$ cat config.mk
export PLATFORM = sky130hd
export DESIGN_NAME = instr_fetch_flat
export DESIGN_NICKNAME = d
export VERILOG_FILES = /design/src/rtl/instr_fetch_if.sv /design/src/rtl/instr_fetch.sv /design/src/flat_wrapper.sv
export SDC_FILE = /design/constraint.sdc
export NUM_CORES = 1
export LEC_CHECK = 0
export BUFFER_PORTS_ARGS = -buffer_cell sky130_fd_sc_hd__buf_2
export CAP_MARGIN = 20
export CORE_MARGIN = 2
export CORE_UTILIZATION = 40
export CTS_CLUSTER_DIAMETER = 30
export DETAILED_ROUTE_END_ITERATION = 8
export HOLD_SLACK_MARGIN = 0.03
export PLACE_DENSITY = 0.57
export SLEW_MARGIN = 0
export SYNTH_ARGS = -nofsm -noshare
export SYNTH_HDL_FRONTEND = slang
export SYNTH_SLANG_ARGS = --single-unit
$ cat constraint.sdc
create_clock -name CLK -period 3.3 [get_ports CLK]
set_clock_uncertainty 0.05 [all_clocks]
set_input_delay 0.66 -clock CLK [delete_from_list [all_inputs] [get_ports CLK]]
set_output_delay 0.66 -clock CLK [all_outputs]
set_load 0.005 [all_outputs]
$ cat src/rtl/instr_fetch_if.sv
// instr_fetch_if: bus between the program-sequencing stage and whoever drives it.
//   master: loads the store (LoadEn/LoadAddr/LoadData), controls execution
//           (Start/Stop) and observes Instruction, PC, Running, Halted, Count.
//   slave : the instr_fetch stage itself.
interface instr_fetch_if #(
    parameter int unsigned AW = 4,
    parameter int unsigned IW = 9
);
    logic          LoadEn;
    logic [AW-1:0] LoadAddr;
    logic [IW-1:0] LoadData;
    logic          Start;
    logic          Stop;
    logic [IW-1:0] Instruction;
    logic [AW-1:0] PC;
    logic          Running;
    logic          Halted;
    logic [7:0]    Count;

    modport master (
        output LoadEn, LoadAddr, LoadData, Start, Stop,
        input  Instruction, PC, Running, Halted, Count
    );

    modport slave (
        input  LoadEn, LoadAddr, LoadData, Start, Stop,
        output Instruction, PC, Running, Halted, Count
    );
endinterface

$ cat src/rtl/instr_fetch.sv
// instr_fetch: program store plus program counter feeding cpu.Instruction.
//   CLK   : system clock, all state changes on posedge.
//   Reset : asynchronous, active-high; returns to IDLE with a bubble on the bus.
//   bus   : instr_fetch_if.slave
//           LoadEn/LoadAddr/LoadData write the store while not running.
//           Start begins execution at address 0; Stop halts a running program.
//           Instruction is registered; PC is the next fetch address;
//           Running/Halted decode the state; Count is a saturating issue count.
module instr_fetch #(
    parameter int unsigned    DEPTH  = 16,
    parameter int unsigned    AW     = 4,
    parameter int unsigned    IW     = 9,
    parameter logic [IW-1:0]  BUBBLE = 9'b101_0000_00
) (
    input  logic              CLK,
    input  logic              Reset,
    instr_fetch_if.slave      bus
);

    typedef enum logic [1:0] {StIdle, StRun, StHalted} state_e;

    state_e        state_q, state_d;
    logic [AW-1:0] pc_q, pc_d;
    logic [7:0]    count_q, count_d;
    logic [IW-1:0] instr_q, instr_d;

    // Deliberately not reset: a program survives Reset.
    logic [IW-1:0] mem [DEPTH];

    logic [IW-1:0] word;
    logic          is_halt;

    assign word    = mem[pc_q];
    assign is_halt = (word[IW-1 -: 3] == 3'b111);

    always_ff @(posedge CLK) begin
        if (bus.LoadEn && (state_q != StRun)) begin
            mem[bus.LoadAddr] <= bus.LoadData;
        end
    end

    always_comb begin
        state_d = state_q;
        pc_d    = pc_q;
        count_d = count_q;
        instr_d = instr_q;
        unique case (state_q)
            StIdle, StHalted: begin
                // Start beats a simultaneous Stop; Stop alone is ignored here.
                if (bus.Start) begin
                    state_d = StRun;
                    pc_d    = '0;
                    count_d = '0;
                    instr_d = BUBBLE;
                end
            end
            StRun: begin
                if (bus.Stop || is_halt) begin
                    // HALT words are never issued; PC stays on the stopping address.
                    state_d = StHalted;
                    instr_d = BUBBLE;
                end else begin
                    instr_d = word;
                    pc_d    = pc_q + 1'b1;
                    if (count_q != 8'hFF) begin
                        count_d = count_q + 8'd1;
                    end
                end
            end
            default: begin
                state_d = StIdle;
                instr_d = BUBBLE;
            end
        endcase
    end

    always_ff @(posedge CLK or posedge Reset) begin
        if (Reset) begin
            state_q <= StIdle;
            pc_q    <= '0;
            count_q <= '0;
            instr_q <= BUBBLE;
        end else begin
            state_q <= state_d;
            pc_q    <= pc_d;
            count_q <= count_d;
            instr_q <= instr_d;
        end
    end

    assign bus.Instruction = instr_q;
    assign bus.PC          = pc_q;
    assign bus.Count       = count_q;
    assign bus.Running     = (state_q == StRun);
    assign bus.Halted      = (state_q == StHalted);

endmodule

$ cat src/flat_wrapper.sv
// flat-port wrapper written by rule: the top's interface ports become plain ports
module instr_fetch_flat 
#(
    parameter int unsigned    DEPTH  = 16,
    parameter int unsigned    AW     = 4,
    parameter int unsigned    IW     = 9,
    parameter logic [IW-1:0]  BUBBLE = 9'b101_0000_00
)
  (CLK, Reset, bus_LoadEn, bus_LoadAddr, bus_LoadData, bus_Start, bus_Stop, bus_Instruction, bus_PC, bus_Running, bus_Halted, bus_Count);
  instr_fetch_if #(.AW(AW), .IW(IW)) bus_i ();
  input  logic CLK;
  input  logic Reset;
  input wire logic [$bits(bus_i.LoadEn)-1:0] bus_LoadEn;
  input wire logic [$bits(bus_i.LoadAddr)-1:0] bus_LoadAddr;
  input wire logic [$bits(bus_i.LoadData)-1:0] bus_LoadData;
  input wire logic [$bits(bus_i.Start)-1:0] bus_Start;
  input wire logic [$bits(bus_i.Stop)-1:0] bus_Stop;
  output wire logic [$bits(bus_i.Instruction)-1:0] bus_Instruction;
  output wire logic [$bits(bus_i.PC)-1:0] bus_PC;
  output wire logic [$bits(bus_i.Running)-1:0] bus_Running;
  output wire logic [$bits(bus_i.Halted)-1:0] bus_Halted;
  output wire logic [$bits(bus_i.Count)-1:0] bus_Count;
  assign bus_i.LoadEn = bus_LoadEn;
  assign bus_i.LoadAddr = bus_LoadAddr;
  assign bus_i.LoadData = bus_LoadData;
  assign bus_i.Start = bus_Start;
  assign bus_i.Stop = bus_Stop;
  assign bus_Instruction = bus_i.Instruction;
  assign bus_PC = bus_i.PC;
  assign bus_Running = bus_i.Running;
  assign bus_Halted = bus_i.Halted;
  assign bus_Count = bus_i.Count;
  instr_fetch #(.DEPTH(DEPTH), .AW(AW), .IW(IW), .BUBBLE(BUBBLE)) u_core (.CLK(CLK), .Reset(Reset), .bus(bus_i));
endmodule
==> flow_summary.ini <==
[grt]
globalRoute.totalOverflow = 0
antenna_found_initial = 0
grt_max_degree = 24
grt_first_pass_wirelength_um = 23350
grt_pass1_vias = 3672
groute.usage.overall = 0.1834

[final_layout]
stdcell_count = 673
final_cell_mix = 144 x edfxtp_1, 40 x buf_2, 25 x buf_4, 24 x mux2i_1
layout_commonest_cell = edfxtp_1
n_antenna_cell = 0
area_delta_synth_final_pct = 17.78
fin_nets = 460
drive_gt1_frac = 0.2958
num-fill-cells = 1388

[placement]
place.gp.congestion = 0.7923
pre_cts_slack_ns = 0.4231
hpwl_um = 10200
io_buffers = 40
placed_cells = 641

[timing]
slew_viol_final = 0
finalSetupViolCount = 0
relSlewSlack = 0.3822
fin_tns_setup_ns = 0
fin_hold_ws_ns = 0.3793
tightest_slew_ns = 0.9257
finalHoldViolCount = 0
rsz0062_at_grt = no
max_freq_mhz = 352.2
period_minus_slack_ns = 2.839
timing.final.crit_share = 0.8604
setup_ws_ns = 0.4608

[critical_path]
r2r_cells = 6
worstPathArrival_ns = 3.11
worstReg2RegStart = u_core.bus.PC[0]
startpoint = u_core.bus.PC[0]
crit_path_start_kind = flip-flop
crit_fanout = 18
cp-end-kind = flip-flop
critPathKind = flip-flop to flip-flop
crit_required_ns = 3.57

[clock_network]
cts-buffers-inserted = 17
cts_tree = built
clk_pin_slew_worst_paths_ns = 0.07
post_cts_resized = 0
cts_hold_buffers = 0
cts_max_path_buffers = 2
htreeDepth = 4
clock_sinks = 167
clk_latency_ns = 0.43
post_cts_buffers = 0
cts_root_buffer = clkbuf_16

[synth]
synth_flop_cell = edfxtp_1
synthesis.area_um2 = 6741
synth_fp_nets = 391
synth_cells = 371
synth_fa_ha_area_frac = 0.003712
ys_types = 48
synth-xor-area-share = 0
synth_seq_area_share = 0.7272
yosys_warnings = 0
synth_seq_cells = 167
syn_avg_cell_area_um2 = 18.17
synthArstFlopShare = 0.1377
synth_mux_area_frac = 0.1329
yosys.area_share.simple = 0.05122
synth_compound_area_frac = 0.06663
synth_edf_count = 144
synth_top_family_by_area = multiplexers

[run]
cap_violations = 0

[power]
powerDensity_nw_per_um2 = 718.2
power.leakage_nw = 2.802
irDropWorstVdd_v = 0.0003506

[route]
antenna_left = 0
wl_per_cell_um = 22.39
first_pass_iters = 5
wl_um = 15070
drcViolationCount = 0
vias = 3666
vias_per_cell = 5.447
dr.first_iter.drc_count = 347

[floorplan]
fp.dieW_um = 133.8
start_util = 0.4080
die_area_um2 = 17910
rows = 47
io-pin-count = 41
fp.dieH_um = 133.8
coreArea_um2 = 16520

[outcome]
run_status = completed

[hold_path]
hp-class = input port to async pin
==> synthesized netlist by cell type, types with 4 or more instances <==
cell type  instances  area share
inv_1              5      0.0028
dfrtp_1           21       0.078
clkbuf_1           6      0.0033
mux4_1             6       0.023
a22oi_1            7      0.0078
mux2i_1           24       0.036
a22o_1             8       0.010
a221oi_1          10       0.013
nor2b_1            5      0.0046
mux4_2            21       0.070
buf_2              5      0.0037
nand2b_1           5      0.0046
o21ai_0            9      0.0067
a21oi_1            6      0.0045
nor3_1             4      0.0030
nor2_1            21       0.012
a31oi_1            4      0.0037
nand2_1           20       0.011
nand3_1            5      0.0037
edfxtp_1         144        0.64
==> power breakdown <==
group / total, mW / leakage (nW) / internal (mW) / switching (mW)
Combinational: 1.11 / 0.913 / 0.524 / 0.591
Clock: 2.05 / 0.285 / 1.26 / 0.790
Sequential: 2.54 / 1.60 / 2.41 / 0.136
Total: 5.70 / 2.80 / 4.19 / 1.52
==> registers in the layout, indices dropped and copies added, names as in the netlist <==
name,count
u_core.state_q,2
u_core.bus.PC,4
u_core.mem,144
u_core.bus.Instruction,9
u_core.bus.Count,8
==> worst max-delay path, cell delays in order (launching register included) <==
cell and delay (ns):
dfrtp_2 0.72, mux4_2 0.57, a22oi_1 0.22, nand3_1 0.24
a31oi_4 0.51, o21ai_2 0.14, o221a_2 0.25
==> path summary, 6_finish.rpt <==
| path | to | slack, ns |
|---|---|---|
| max | u_core.bus.Count[2] | 0.46 |
| min | u_core.bus.Instruction[0] | 0.38 |
| max reg2reg | u_core.bus.Count[2] | 0.46 |
| min reg2reg | u_core.bus.Instruction[2] | 0.46 |
| max in group asynchronous | u_core.bus.PC[0] | 2.19 |
| min in group CLK | u_core.state_q[1] | 0.45 |
==> layout make-up <==
class	instances	area, um2	share of cell area
Timing Repair Buffer	65	387.9	0.04885
Multi-Input combinational cell	182	1735	0.2186
Tap cell	220	275.3	0.03467
Sequential cell	167	4903	0.6176
Clock inverter	14	182.7	0.02301
Inverter	7	26.28	0.003309
Clock buffer	18	429.2	0.05405
==> layer usage <==
metal,track usage,share of wire
met1,0.2564,0.44
met2,0.2806,0.49
met3,0.04611,0.058
met4,0.06738,0.012
met5,0,0
==> per-stage QoR <==
step,area (um2),utilization,power [mW]
final,7940,0.4805,5.702
after global routing,7940,0.4805,5.937
after floorplan,6741,-,3.369
after global placement,7328,0.4435,3.696
after detailed placement,7328,0.4435,3.716
after CTS,7940,0.4805,5.749
==> logic make-up (layout without fill, tap and decap cells) <==
logic type / Yosys count / in the layout
muxes: 53 / 53
DFF: 167 / 167
adders and majority gates: 2 / 2
buffers and inverters: 22 / 104
and+or+nand+nor: 70 / 70
AOI/OAI and AO/OA: 57 / 57
Note: power is estimated with default switching activity, not from simulation.
